<file path="config.mk">
export PLATFORM = sky130hd
export DESIGN_NAME = dmem_arbiter
export DESIGN_NICKNAME = d
export VERILOG_FILES = /design/src/rtl/cpu_pkg.sv /design/src/rtl/dmem_burst_ctr.sv /design/src/rtl/dmem_arbiter.sv
export SDC_FILE = /design/constraint.sdc
export NUM_CORES = 1
export LEC_CHECK = 0
export BUFFER_PORTS_ARGS = -buffer_cell sky130_fd_sc_hd__buf_2
export CORE_MARGIN = 3
export CORE_UTILIZATION = 47
export CTS_BUF_LIST = sky130_fd_sc_hd__clkbuf_4
export DETAILED_ROUTE_END_ITERATION = 8
export MAX_ROUTING_LAYER = met4
export PLACE_DENSITY = 0.86
export SYNTH_ARGS = -nofsm -noshare
export SYNTH_HDL_FRONTEND = slang
export SYNTH_SLANG_ARGS = --single-unit
</file>
<file path="constraint.sdc">
create_clock -name clk -period 4.7 [get_ports clk]
set_clock_uncertainty 0.05 [all_clocks]
set_input_delay 0.94 -clock clk [delete_from_list [all_inputs] [get_ports clk]]
set_output_delay 0.94 -clock clk [all_outputs]
set_load 0.03 [all_outputs]
</file>
<file path="src/rtl/cpu_pkg.sv">
// Shared types for the data-memory arbiter: FSM states and read-return owner tags.
package cpu_pkg;
  localparam int MEM_RD_LAT = 1;

  typedef enum logic {S_CPU, S_ACC} arb_state_t;
  typedef enum logic [1:0] {NONE, CPU, ACC} owner_t;
endpackage

</file>
<file path="src/rtl/dmem_burst_ctr.sv">
// Accelerator burst beat counter: latches base/length on load, steps one beat per
// cycle, and produces the wrapped beat address plus a last-beat flag.
module dmem_burst_ctr #(
  parameter int ADDR_W    = 16,
  parameter int MAX_BURST = 8,
  parameter int LEN_W     = $clog2(MAX_BURST + 1)
) (
  input  logic              clk,
  input  logic              rst_n,
  input  logic              load,
  input  logic              step,
  input  logic [ADDR_W-1:0] base,
  input  logic [LEN_W-1:0]  len,
  output logic [ADDR_W-1:0] addr,
  output logic              last
);
  localparam logic [LEN_W-1:0] MAX_LEN = LEN_W'(MAX_BURST);

  logic [ADDR_W-1:0] base_q;
  logic [LEN_W-1:0]  beat_cnt;
  logic [LEN_W-1:0]  last_idx;
  logic [LEN_W-1:0]  load_idx;

  // Zero-length requests still run one beat; oversize requests are clamped.
  always_comb begin
    load_idx = '0;
    if (len > MAX_LEN)    load_idx = MAX_LEN - LEN_W'(1);
    else if (len != '0)   load_idx = len - LEN_W'(1);
  end

  always_ff @(posedge clk or negedge rst_n) begin
    if (!rst_n) begin
      base_q   <= '0;
      beat_cnt <= '0;
      last_idx <= '0;
    end else if (load) begin
      base_q   <= base;
      beat_cnt <= '0;
      last_idx <= load_idx;
    end else if (step) begin
      beat_cnt <= beat_cnt + LEN_W'(1);
    end
  end

  assign addr = base_q + ADDR_W'(beat_cnt);
  assign last = (beat_cnt == last_idx);
endmodule

</file>
<file path="src/rtl/dmem_arbiter.sv">
// Data-memory port arbiter: CPU MEM stage owns the port by default; the NN accelerator
// gets multi-beat bursts when the CPU is idle or after STARVE_LIMIT denied cycles.
module dmem_arbiter
  import cpu_pkg::*;
#(
  parameter int ADDR_W       = 16,
  parameter int DATA_W       = 16,
  parameter int MAX_BURST    = 8,
  parameter int LEN_W        = $clog2(MAX_BURST + 1),
  parameter int STARVE_LIMIT = 4
) (
  input  logic              clk,
  input  logic              rst_n,
  input  logic              cpu_rd,
  input  logic              cpu_wr,
  input  logic [ADDR_W-1:0] cpu_addr,
  input  logic [DATA_W-1:0] cpu_wdata,
  output logic [DATA_W-1:0] cpu_rdata,
  output logic              cpu_stall,
  input  logic              acc_req,
  input  logic              acc_we,
  input  logic [ADDR_W-1:0] acc_addr,
  input  logic [LEN_W-1:0]  acc_len,
  input  logic [DATA_W-1:0] acc_wdata,
  output logic              acc_gnt,
  output logic              acc_wready,
  output logic              acc_rvalid,
  output logic [DATA_W-1:0] acc_rdata,
  output logic              acc_done,
  output logic              mem_en,
  output logic              mem_we,
  output logic [ADDR_W-1:0] mem_addr,
  output logic [DATA_W-1:0] mem_wdata,
  input  logic [DATA_W-1:0] mem_rdata
);
  localparam int SW = $clog2(STARVE_LIMIT + 1);
  localparam logic [SW-1:0] STARVE_MAX = SW'(STARVE_LIMIT);

  arb_state_t        state, state_nx;
  owner_t            rd_owner, owner_nx;
  logic [SW-1:0]     starve_cnt;
  logic              acc_we_q, done_q;
  logic              grant, cpu_any, burst_last;
  logic              en_c, we_c, stall_c, wready_c;
  logic [ADDR_W-1:0] burst_addr;

  assign cpu_any = cpu_rd | cpu_wr;

  dmem_burst_ctr #(
    .ADDR_W   (ADDR_W),
    .MAX_BURST(MAX_BURST),
    .LEN_W    (LEN_W)
  ) u_burst_ctr (
    .clk  (clk),
    .rst_n(rst_n),
    .load (grant),
    .step (state == S_ACC),
    .base (acc_addr),
    .len  (acc_len),
    .addr (burst_addr),
    .last (burst_last)
  );

  always_comb begin
    state_nx  = state;
    owner_nx  = NONE;
    grant     = 1'b0;
    en_c      = 1'b0;
    we_c      = 1'b0;
    stall_c   = 1'b0;
    wready_c  = 1'b0;
    mem_addr  = cpu_addr;
    mem_wdata = cpu_wdata;
    case (state)
      S_CPU: begin
        en_c  = cpu_any;
        we_c  = cpu_wr;
        grant = acc_req & (~cpu_any | (starve_cnt == STARVE_MAX));
        if (grant) state_nx = S_ACC;
        if (cpu_rd && !cpu_wr) owner_nx = CPU;
      end
      S_ACC: begin
        en_c      = 1'b1;
        we_c      = acc_we_q;
        wready_c  = acc_we_q;
        stall_c   = cpu_any;
        mem_addr  = burst_addr;
        mem_wdata = acc_wdata;
        owner_nx  = acc_we_q ? NONE : ACC;
        if (burst_last) state_nx = S_CPU;
      end
      default: state_nx = S_CPU;
    endcase
  end

  always_ff @(posedge clk or negedge rst_n) begin
    if (!rst_n) begin
      state      <= S_CPU;
      rd_owner   <= NONE;
      starve_cnt <= '0;
      acc_we_q   <= 1'b0;
      done_q     <= 1'b0;
    end else begin
      state    <= state_nx;
      rd_owner <= owner_nx;
      done_q   <= (state == S_ACC) && burst_last;
      if (grant) begin
        starve_cnt <= '0;
        acc_we_q   <= acc_we;
      end else if (state == S_CPU && acc_req && starve_cnt != STARVE_MAX) begin
        starve_cnt <= starve_cnt + SW'(1);
      end
    end
  end

  // Strobes are gated so nothing reaches the memory while reset is held.
  assign mem_en     = rst_n & en_c;
  assign mem_we     = rst_n & we_c;
  assign cpu_stall  = rst_n & stall_c;
  assign acc_gnt    = rst_n & grant;
  assign acc_wready = rst_n & wready_c;
  assign acc_done   = done_q;
  assign acc_rvalid = (rd_owner == ACC);
  assign acc_rdata  = mem_rdata;
  assign cpu_rdata  = mem_rdata;
endmodule
</file>
# After elaboration in Yosys (flattened, before gate mapping)
# Cells that the tools add are included.
# totals
inputBits	90
regBits	32
elab_cells	54
# op_classes
reduce_logical	8
bitwise	10
n_mux	19
order_cmp	1
eq_ne	4
addsub	4
# op_table
cell	n
16-bit two-way mux	2
16-bit by 4-bit adder with 16-bit output	1
4-bit two-way mux	4
1-bit AND	6
1-bit two-way mux	6
3-bit two-way mux	2
1-bit case mux with 2 select lines	3
4-bit by 1-bit adder with 4-bit output (second input constant)	1
4-bit equality test	1
4-bit greater-than comparator (second input constant)	1
1-bit logical AND	4
2-bit case mux with 2 select lines	1
2-bit nonzero test	2
4-bit nonzero test	1
4-bit by 1-bit subtractor with 4-bit output (second input constant)	1
3-bit by 1-bit adder with 3-bit output (second input constant)	1
3-bit equality test (second input constant)	1
3-bit inequality test (second input constant)	1
2-bit equality test (second input constant)	1
2-bit two-way mux	1
1-bit NOT	2
1-bit bitwise OR	2
1-bit zero test	1

# Depth between registers and ports, before layout
# Gate-level depths: netlist of run 1.
# logic_depth
word_depth	6
depth_mapped	8
mapped_depth_nobuf	6

# Cells and area by module
# From an unflattened synthesis of run 1, not the netlist that was laid out.
# hier_totals
cells_unflattened	223
area_unflattened_um2	2428.6
# modules_own_cells
module	seq_area_each_um2	n_inst	cells_per_inst	area_per_inst_um2
dmem_burst_ctr	600.6	1	118	1386.3
dmem_arbiter	200.2	1	105	1042.2

# Least setup slack after synthesis of run 1
# OpenSTA, ideal clock, no wires.
# synth_path
path_type	register to output
from	reg u_burst_ctr.beat_cnt[0]
to	out mem_addr[8]
slack_ns	1.480
t_arrival_ns	2.230
stages_incl_launch_ff	8
cell_sequence	dfrtp_1 -> ha_1 -> fa_1 -> a21o_1 -> a21oi_1 -> buf_2 -> o21ai_0 -> a31oi_1
# synth_between
elab_chain_cells	2
# synth_rtl
item	line	text
start: declaration	dmem_burst_ctr.sv:20	logic [LEN_W-1:0] beat_cnt;
start signal: assignment	dmem_burst_ctr.sv:41	beat_cnt <= beat_cnt + LEN_W'(1);
16-bit by 4-bit adder with 16-bit output	dmem_burst_ctr.sv:45	assign addr = base_q + ADDR_W'(beat_cnt);
16-bit two-way mux	dmem_arbiter.sv:74	case (state)
end: declaration	dmem_arbiter.sv:32	output logic [ADDR_W-1:0] mem_addr,
# Every way passes these cells.

# Worst setup path in the final report of run 1
# layout_path
from	reg u_burst_ctr.beat_cnt[0]
to	out mem_addr[6]
# The elaborated chain is that of the path after synthesis.

==> flow_summary_export.csv, run 1 <==
group,metric,value,unit
status,outcome,"finished clean",
clock_network,cts.sinks,32,
die,die_h,77.6,um
synth,syn_avg_cell_area,8.48,um2
detailed_routing,routed_via_density,5.10,
place,io_buffers,112,
pwr,total_power,1.93,mW
place,dp.cells,419,
timing,hold-worst-slack,423,ps
critical_path,r2r_setup_slack,2140,ps
synth,synth.largest_area_cell,"dfrtp_1",
clock_network,cts-root-buf,"clkbuf_4",
synth,netlist_area,2410,um2
critical_path,cp-end-kind,"output port",
cells_and_area,fill_cells,435,
place,place_area,2730,um2
detailed_routing,ant_nets,0,
detailed_routing,routedWlPerCell,13.0,um
synth,synth_common_cells,"nand2_1 (60), buf_4 (32), dfrtp_1 (32), mux2_2 (21), nor2_1 (20)",
global_route,grt_pass1_vias,2059,
synth,synth_cells,284,
synth,synth.distinct_cells,47,
place,gp_congestion,0.820,
critical_path,slowest_stage,"a21oi_1",
pwr,power_density,693,nW/um2
clock_network,cts_buffers,5,
pwr,vdd_drop_max,0.368,mV
timing,max_freq,256,MHz
synth,ys_warn_count,0,
global_route,grt_max_degree,59,
die,die_width,77.6,um
place,dp_hpwl,4.21,mm
critical_path,crit_family,"compound AO/OA/AOI/OAI gates",
detailed_routing,drt-initial-drc-count,129,
synth,synth_most_common_cell,"nand2_1",
flow_run,max_cap_viol_count,0,
timing,setup_viol,0,
clock_network,clock_latency,330,ps
cells_and_area,num_antenna_cells,0,
cells_and_area,fin_cells,427,
timing,relSlewSlack,31.4,%
critical_path,crit_fanout,11,
clock_network,cts_buffer_depth,2,
die,core_area,4850,um2
synth,synth_top_area_share,33.3,%
die,fp-row-count,25,
timing,slew_violations,0,
die,initial_core_util,49.7,%
synth,async_flop_share,100,%
detailed_routing,postRouteWirelength,5.54,mm
critical_path,path_class,"flop to output port",
die,die_area,6020,um2
min_path,min_path_type,"flop to flop",
cells_and_area,area_growth_syn_to_layout,15.6,%
global_route,globalRouteTotalUtil,19.1,%
synth,synth_adder_area_share,4.47,%
die,ios,161,
synth,seq_area_frac_synth,33.3,%
clock_network,postCtsSetupRepairBufs,0,
clock_network,tritoncts,"yes",
synth,synth_seq_cells,32,
synth,synth_top_family_by_area,"simple AND/OR/NAND/NOR gates",
synth,synth_simple_gate_area_share,22.1,%
critical_path,worstPathBufferInverterCount,1,
critical_path,critPathMaxStageDelay,660,ps
critical_path,path_cells,"ha_1, fa_1, a21o_1, a21oi_1, o21ai_0, a31oi_1, buf_2",
timing,fin_crit,3900,ps
detailed_routing,drt_first_pass_iters,4,
critical_path,cp.required,3710,ps
clock_network,h-tree-depth,2,
critical_path,cp.arrival,2910,ps
synth,synthMuxAreaShare,10.7,%
timing,final-hold-violation-count,0,
synth,synth_nets,382,
timing,finalSetupTns,0,ps
clock_network,hold_buffers,0,
critical_path,start_kind,"flop",
detailed_routing,num_vias,2177,
synth,synth_edf_count,0,
timing,rsz0062_at_grt,"no",
global_route,grt_pass1_wl,9.15,mm
timing,worst_pin_slew,1030,ps
timing,period_share,83.1,%
clock_network,cts.clk_slew.worst_paths,90,ps
global_route,antenna_found_initial,0,
cells_and_area,fin_nets,457,
pwr,cellLeakagePower,1.44,nW
clock_network,cts_resized,0,
synth,synth.area.top_cells,"dfrtp_1 (33%), buf_4 (10%), mux2_2 (9.8%)",
cells_and_area,layout-drive-gt1-share,41.1,%
cells_and_area,final_area,2780,um2
global_route,grt_remaining_overflow,0,
synth,ys.flop_type,"dfrtp_1",
synth,synth-xor-area-share,1.09,%
synth,synth_compound_area_share,13.5,%
detailed_routing,drc,0,
final timing paths:
path	start	to	cells past startpoint
setup / recovery	u_burst_ctr.beat_cnt[0]$_DFFE_PN0P_	mem_addr[6]	7
hold / removal	acc_we_q$_DFFE_PN0P_	rd_owner[1]$_DFF_PN0_	1
setup reg to reg	state$_DFF_PN0_	u_burst_ctr.base_q[5]$_DFFE_PN0P_	4
hold reg to reg	acc_we_q$_DFFE_PN0P_	rd_owner[1]$_DFF_PN0_	1
max in group asynchronous	rst_n	state$_DFF_PN0_	1
min in group asynchronous	rst_n	u_burst_ctr.base_q[6]$_DFFE_PN0P_	1
layout by cell type, fill, tap and decap left out, types with 6 or more instances in the layout:
master    synthesis  layout
dfrtp_1          32      31
a21oi_1           6       6
clkbuf_4          0       7
buf_2             5     112
nand2_1          60      60
mux2_2           21      21
a31oi_1          14      14
nor2_1           20      20
inv_1             9       9
o21ai_0          16      16
ha_1              7       7
layout make-up:
cell class / instances / area, um2 / share of cell area [%]
multi-input combinational: 199 / 1250 / 44.8
sequential: 32 / 802 / 28.8
timing repair buffer: 112 / 561 / 20.1
tap: 67 / 83.8 / 3.01
clock buffer: 7 / 52.6 / 1.89
inverter: 9 / 33.8 / 1.21
clock inverter: 1 / 3.75 / 0.135
flip-flops by register name (all words and copies together) (netlist names):
register and cells:
acc_we_q 1, u_burst_ctr.base_q 16, u_burst_ctr.last_idx 4, starve_cnt 3, rd_owner 2, acc_done 1
u_burst_ctr.beat_cnt 4, state 1
worst register-to-register path, stage by stage (launching register included):
cell	delay [ps]
dfrtp_2	790
nor2b_1	560
and2_1	790
nand2_1	210
nand2_1	100
per-stage QoR:
step / setup WS [ps] / util (%)
after global routing: 550 / 57.4
after floorplan: 1480 / -
after CTS: 808 / 57.4
after detailed placement: 1180 / 56.3
after global placement: 1270 / 56.3
final: 796 / 57.4
logic make-up after synthesis:
kind of cell,after synthesis
AOI/OAI and AO/OA,52
xor gates and xnor gates,3
adders and majority gates,8
buffers and inverters,53
DFF,32
muxes,23
and+or+nand+nor,113
report_power, final:
part | total, mW | internal (mW) | switching (mW) | leakage [nW]
Combinational | 1.17 | 0.449 | 0.724 | 1.01
Clock | 0.159 | 0.0690 | 0.0899 | 0.0338
Sequential | 0.598 | 0.403 | 0.194 | 0.392
layer usage:
metal | GRT usage (%) | part of all wire (%) | wire (um) | vias up
li1 | - | - | - | 1104
met1 | 22.6 | 42 | 2310 | 985
met2 | 32.0 | 50 | 2770 | 70
met3 | 2.90 | 6.1 | 337 | 18
met4 | 8.72 | 2.1 | 118 | 0
met5 | - | 0 | 0 | -
Power figures use the tool's default switching activity.
==> inputs of run 2 (changes only) <==
--- a/config.mk
+++ b/config.mk
@@ -5,13 +5,14 @@
 export SDC_FILE = /design/constraint.sdc
 export NUM_CORES = 1
 export LEC_CHECK = 0
+export ABC_AREA = 1
 export BUFFER_PORTS_ARGS = -buffer_cell sky130_fd_sc_hd__buf_2
 export CORE_MARGIN = 3
-export CORE_UTILIZATION = 47
+export CORE_UTILIZATION = 41
 export CTS_BUF_LIST = sky130_fd_sc_hd__clkbuf_4
 export DETAILED_ROUTE_END_ITERATION = 8
 export MAX_ROUTING_LAYER = met4
-export PLACE_DENSITY = 0.86
+export PLACE_DENSITY = 0.77
 export SYNTH_ARGS = -nofsm -noshare
 export SYNTH_HDL_FRONTEND = slang
 export SYNTH_SLANG_ARGS = --single-unit
==> constraint.sdc (replaced) <==
create_clock -name clk -period 3.4 [get_ports clk]
set_clock_uncertainty 0.05 [all_clocks]
set_input_delay 0.68 -clock clk [delete_from_list [all_inputs] [get_ports clk]]
set_output_delay 0.68 -clock clk [all_outputs]
set_load 0.03 [all_outputs]
==> run 2 against run 1 <==
- sequential power up 19%
- count of clock-buffer cells in the layout decreased by 1
- largest power group unchanged
- register-to-register slack got worse by 470 ps
- non-clock buffer count rose by 2
- clock power grew 31%
- via count grew 18%
- combinational power grew 51%
- worst setup slack got worse by 480 ps
- first-iteration DRC count is 34% lower
==> flow_summary_export.csv, run 2 <==
group,metric,value,unit
timing,finalWorstSetupSlack,314,ps
synth,synth-xor-area-share,1.34,%
pwr,vdd_drop_max,0.510,mV
synth,synth_seq_cells,32,
pwr,cellLeakagePower,1.72,nW
critical_path,critPathMaxStageDelay,440,ps
critical_path,path_class,"flop to output port",
clock_network,h-tree-depth,2,
synth,syn_avg_cell_area,6.82,um2
detailed_routing,routedWlPerCell,12.4,um
critical_path,worstPathBufferInverterCount,2,
die,die_area,7390,um2
timing,fin_crit,3090,ps
critical_path,crit_fanout,5,
critical_path,r2r_cells,7,
synth,synth_edf_count,0,
timing,finalSetupTns,0,ps
die,ios,161,
cells_and_area,layout-drive-gt1-share,33.0,%
synth,synth_top_family_by_area,"simple AND/OR/NAND/NOR gates",
critical_path,cp.arrival,2360,ps
clock_network,cts-root-buf,"clkbuf_4",
place,gp_congestion,0.908,
clock_network,hold_buffers,0,
global_route,grt_remaining_overflow,0,
detailed_routing,drt-initial-drc-count,85,
timing,max_freq,324,MHz
synth,seq_area_frac_synth,30.6,%
global_route,antenna_found_initial,0,
cells_and_area,largest_register_ffs,16,
die,die_width,85.9,um
synth,async_flop_share,100,%
synth,synth.distinct_cells,32,
detailed_routing,ant_nets,0,
synth,synthMuxAreaShare,0,%
flow_run,max_cap_viol_count,0,
synth,synth_top_area_share,30.6,%
critical_path,path_cells,"ha_1, fa_1, nand2_1, nand3_1, nand3_2, inv_1, nand2_1, nand2_1, nand2_1, nand2_1, nand2_1, buf_2",
clock_network,clock_latency,340,ps
place,dp_hpwl,5.35,mm
place,place_ws,677,ps
global_route,grt_max_degree,41,
critical_path,r2r_start,"state$_DFF_PN0_",
timing,period_share,90.8,%
detailed_routing,drt_first_pass_iters,4,
cells_and_area,fin_nets,558,
critical_path,start_kind,"flop",
critical_path,cp-end-kind,"output port",
synth,synth.area.top_cells,"dfrtp_1 (31%), nand2_1 (23%), buf_4 (9.7%)",
detailed_routing,num_vias,2567,
clock_network,postCtsSetupRepairBufs,0,
die,initial_core_util,43.2,%
clock_network,cts_buffer_depth,2,
die,die_h,85.9,um
timing,final-hold-violation-count,0,
min_path,min_path_type,"input pin to async pin",
critical_path,cp_common_cell,"nand2_1",
clock_network,cts_buffers,5,
cells_and_area,num_antenna_cells,0,
cells_and_area,regMostFlops,"u_burst_ctr.base_q",
clock_network,cts.sinks,32,
synth,synth_simple_gate_area_share,37.2,%
timing,worst_pin_slew,395,ps
status,outcome,"finished clean",
timing,setup_viol,0,
critical_path,cp.required,2670,ps
global_route,globalRouteTotalUtil,18.8,%
cells_and_area,area_growth_syn_to_layout,14.4,%
global_route,grt_pass1_vias,2411,
pwr,power_density,897,nW/um2
synth,ys.flop_type,"dfrtp_1",
critical_path,r2r_end,"u_burst_ctr.last_idx[1]$_DFFE_PN0P_",
detailed_routing,routed_via_density,4.80,
synth,synth_common_cells,"nand2_1 (159), buf_4 (34), dfrtp_1 (32), inv_1 (27), nand3_1 (26)",
detailed_routing,postRouteWirelength,6.65,mm
critical_path,crit_family,"adder cells",
synth,synth_compound_area_share,8.88,%
die,fp-row-count,28,
cells_and_area,final_cell_mix,"nand2_1 (159), buf_2 (112), dfrtp_1 (32)",
cells_and_area,reg_top3,"u_burst_ctr.base_q (16), u_burst_ctr.beat_cnt (4), u_burst_ctr.last_idx (4)",
timing,rsz0062_at_grt,"no",
detailed_routing,drc,0,
cells_and_area,mostFrequentLayoutCell,"nand2_1",
synth,netlist_area,2620,um2
critical_path,r2r_setup_slack,1670,ps
die,core_area,6060,um2
clock_network,cts_resized,0,
synth,synth_most_common_cell,"nand2_1",
critical_path,slowest_stage,"dfrtp_1",
clock_network,cts.clk_slew.worst_paths,90,ps
global_route,grt_pass1_wl,10.9,mm
synth,synth_adder_area_share,4.11,%
synth,synth_cells,384,
timing,slew_violations,0,
timing,relSlewSlack,73.7,%
synth,ys_warn_count,0,
clock_network,tritoncts,"yes",
synth,synth.largest_area_cell,"dfrtp_1",
synth,synth_nets,482,
place,io_buffers,112,
cells_and_area,fill_cells,637,
## run 2: cell types whose count changed after synthesis, sizes merged, moves of 9 or more
cell and change:
nor2 +9, nand3 +24, inv +23, a31oi -12
mux2 -21, o21ai +12, nand2 +104
## run 2: per-layer routing
layer	wire [um]	global-route usage [%]	part of all wire (%)	up-vias
met1	2840	23.0	43	1134
met2	3160	32.0	48	104
li1	-	-	-	1317
met5	0	-	0	-
met4	99	5.32	1.5	0
met3	554	3.07	8.3	12
## run 2: cells by family after synthesis
logic type,after synthesis
flops,32
fa+ha+maj,8
compound gates,35
xor+xnor,4
simple gates,228
buf+inv,77
## run 2: worst max path at each step
stage / start / to / slack, ps / cells past startpoint
final: u_burst_ctr.beat_cnt[0]$_DFFE_PN0P_ / mem_addr[14] / 310 / 12
after global routing: u_burst_ctr.beat_cnt[0]$_DFFE_PN0P_ / mem_addr[14] / 90 / 12
after detailed placement: u_burst_ctr.beat_cnt[0]$_DFFE_PN0P_ / mem_addr[14] / 680 / 12
after floorplan: u_burst_ctr.beat_cnt[0]$_DFFE_PN0P_ / mem_addr[4] / 610 / 7
after global placement: u_burst_ctr.beat_cnt[0]$_DFFE_PN0P_ / mem_addr[14] / 780 / 12
after CTS: u_burst_ctr.beat_cnt[0]$_DFFE_PN0P_ / mem_addr[14] / 300 / 12
## run 2: report_power, final
part | switching, mW | total (mW) | leakage [nW] | internal [mW]
Combinational | 1.23 | 1.77 | 1.29 | 0.540
Sequential | 0.165 | 0.712 | 0.397 | 0.547
Clock | 0.125 | 0.209 | 0.0315 | 0.0840
## run 2: final cells by class
cell class	count	area, um2	area share (%)
clock buffers	6	45.0	1.50
clock inverters	1	5.00	0.167
inverters	32	128	4.26
multi-input cells	275	1350	45.0
flip-flops and latches	32	801	26.7
well taps	75	93.8	3.13
repair buffers	114	576	19.2
## run 2: per-stage QoR
stage	cells	utilization, %	power [mW]	area (um2)	hold slack [ps]
2_1_floorplan	384	-	2.11	2620	334
3_3_place_gp	528	48.6	2.46	2950	389
4_1_cts	535	49.5	2.72	3000	361
6_report	535	49.5	2.69	3000	348
5_1_grt	535	49.5	2.94	3000	387
3_5_place_dp	528	48.6	2.50	2950	403
## run 2: worst register-to-register path: cells and delay by family, from the launching register on
family | cells | cell delay (ps)
and+or+nand+nor | 3 | 310
DFF | 1 | 420
buffers and inverters | 3 | 740
AOI/OAI and AO/OA | 1 | 140
==> inputs of run 3 (changes only) <==
--- a/config.mk
+++ b/config.mk
@@ -5,14 +5,13 @@
 export SDC_FILE = /design/constraint.sdc
 export NUM_CORES = 1
 export LEC_CHECK = 0
-export ABC_AREA = 1
 export BUFFER_PORTS_ARGS = -buffer_cell sky130_fd_sc_hd__buf_2
 export CORE_MARGIN = 3
-export CORE_UTILIZATION = 41
+export CORE_UTILIZATION = 39
 export CTS_BUF_LIST = sky130_fd_sc_hd__clkbuf_4
 export DETAILED_ROUTE_END_ITERATION = 8
 export MAX_ROUTING_LAYER = met4
-export PLACE_DENSITY = 0.77
+export PLACE_DENSITY = 0.76
 export SYNTH_ARGS = -nofsm -noshare
 export SYNTH_HDL_FRONTEND = slang
 export SYNTH_SLANG_ARGS = --single-unit
==> run 3 against run 2 <==
- global-route usage shrank 1.6 points
- sequential share of layout area grew 1.6 points
- flip-flop and latch count is the same
- largest power group unchanged
- highest routed layer unchanged
==> flow_summary_export.csv, run 3 (synthesis gave the netlist of run 1 again) <==
group,metric,value,unit
die,ios,161,
clock_network,clock_latency,340,ps
timing,finalSetupTns,0,ps
detailed_routing,drt-initial-drc-count,111,
detailed_routing,routed_via_density,5.11,
flow_run,max_cap_viol_count,0,
timing,hold-worst-slack,125,ps
detailed_routing,drc,0,
critical_path,crit_fanout,11,
timing,fin_crit,3200,ps
critical_path,path_class,"flop to output port",
pwr,vdd_drop_max,0.447,mV
place,gp_congestion,0.859,
clock_network,hold_buffers,0,
timing,period_share,94.0,%
place,place_ws,563,ps
detailed_routing,postRouteWirelength,6.06,mm
detailed_routing,num_vias,2235,
pwr,p_comb_share,62.3,%
pwr,switchingPower,1.42,mW
pwr,cellLeakagePower,1.46,nW
clock_network,tritoncts,"yes",
timing,final-hold-violation-count,0,
detailed_routing,drt_first_pass_iters,4,
status,outcome,"finished clean",
cells_and_area,num_antenna_cells,0,
die,initial_core_util,41.9,%
global_route,antenna_found_initial,0,
global_route,grt_max_degree,39,
detailed_routing,ant_nets,0,
place,io_buffers,112,
cells_and_area,final_core_util,49.3,%
global_route,grt_pass1_wl,9.98,mm
place,dp.cells,428,
clock_network,cts.clk_slew.worst_paths,100,ps
die,fp-row-count,27,
critical_path,cp-end-kind,"output port",
pwr,power_density,959,nW/um2
pwr,seq_power_share,29.6,%
global_route,grt_pass1_vias,2262,
cells_and_area,fin_cells,437,
min_path,min_path_type,"input pin to async pin",
cells_and_area,fin_nets,462,
clock_network,cts.sinks,32,
timing,worst_pin_slew,693,ps
place,dp_hpwl,4.76,mm
clock_network,h-tree-depth,2,
die,core_area,5740,um2
timing,setup_viol,0,
clock_network,cts_buffer_depth,2,
cells_and_area,area_growth_syn_to_layout,17.6,%
cells_and_area,reg_top3,"u_burst_ctr.base_q (16), u_burst_ctr.beat_cnt (4), u_burst_ctr.last_idx (4)",
clock_network,cts_buffers,5,
pwr,internal-power,1.29,mW
cells_and_area,layout-drive-gt1-share,41.9,%
die,die_area,7150,um2
critical_path,cp.required,2670,ps
die,die_width,84.6,um
clock_network,cts-root-buf,"clkbuf_4",
timing,slew_violations,0,
detailed_routing,routedWlPerCell,13.9,um
global_route,globalRouteTotalUtil,17.2,%
pwr,pwr-share-clk,8.0,%
timing,rsz0062_at_grt,"no",
pwr,switching_share,52.4,%
critical_path,cp.arrival,2470,ps
timing,finalWorstSetupSlack,204,ps
critical_path,start_kind,"flop",
cells_and_area,regMostFlops,"u_burst_ctr.base_q",
cells_and_area,mostFrequentLayoutCell,"buf_2",
cells_and_area,final_cell_mix,"buf_2 (111), nand2_1 (60), dfrtp_1 (31)",
global_route,grt_remaining_overflow,0,
die,die_h,84.6,um
timing,max_freq,313,MHz
cells_and_area,largest_register_ffs,16,
timing,relSlewSlack,53.8,%
[run 3: cell types whose count changed in the layout (fill, tap and decap cells not counted), sizes merged, moves of 3 or more]
| cell | change |
|---|---|
| a21o | +3 |
| a21oi | +3 |
| a31oi | +12 |
| and3 | +5 |
| inv | -23 |
| mux2 | +21 |
| nand2 | -104 |
| nand3 | -24 |
| nor2 | -9 |
| nor2b | +4 |
| o21ai | -12 |
| or3 | +6 |
[run 3: metal layers]
metal	vias to the layer above	GRT usage, %	part of all wire, %
li1	1113	-	-
met5	-	-	0
met2	74	29.0	49
met1	1032	19.7	42
met4	0	6.33	1.7
met3	16	4.42	7.3
[run 3: worst paths after layout]
check / start / endpoint / slack [ps] / depth (start not counted)
setup reg to reg: state$_DFF_PN0_ / u_burst_ctr.beat_cnt[2]$_DFFE_PN0P_ / 1190 / 4
max in group asynchronous: rst_n / state$_DFF_PN0_ / 2560 / 2
min in group clk: acc_we_q$_DFFE_PN0P_ / rd_owner[1]$_DFF_PN0_ / 430 / 1
setup / recovery: u_burst_ctr.beat_cnt[0]$_DFFE_PN0P_ / mem_addr[6] / 200 / 8
hold reg to reg: acc_we_q$_DFFE_PN0P_ / rd_owner[1]$_DFF_PN0_ / 430 / 1
hold / removal: rst_n / rd_owner[1]$_DFF_PN0_ / 130 / 1
[run 3: cell type report]
class                      instances  area, um2
clock inverter                     2       11.3
inverter                           9       33.8
fill                             580       2910
tap                               72       90.1
clock buffer                       6       45.0
multi-input combinational        199       1250
sequential                        32        802
timing repair buffer             117        601
[run 3: repair_timing]
item / CTS / global route
setup buffers: 0 / 1
gates resized for setup: 0 / 1
setup endpoints to repair: 0 / 1
[run 3: worst max-delay path, cell delays in order (launching register included)]
cell,delay [ps]
dfrtp_1,430
ha_1,260
fa_1,410
a21o_1,190
a21oi_1,140
buf_4,190
o21ai_0,100
a31oi_1,190
buf_2,220
[run 3: power by group through the flow]
stage	logic (mW)	clock network (mW)	registers, mW
global route	1.85	0.244	0.838
CTS	1.68	0.226	0.805
detailed placement	1.67	0	0.811
floorplan	1.40	0	0.711
finish	1.69	0.218	0.805
global placement	1.64	0	0.800
[run 3: metrics by stage]
stage / power, mW / area (um2)
after floorplan: 2.11 / 2410
after global placement: 2.44 / 2760
after detailed placement: 2.49 / 2760
after CTS: 2.71 / 2820
after global routing: 2.94 / 2830
final: 2.71 / 2830
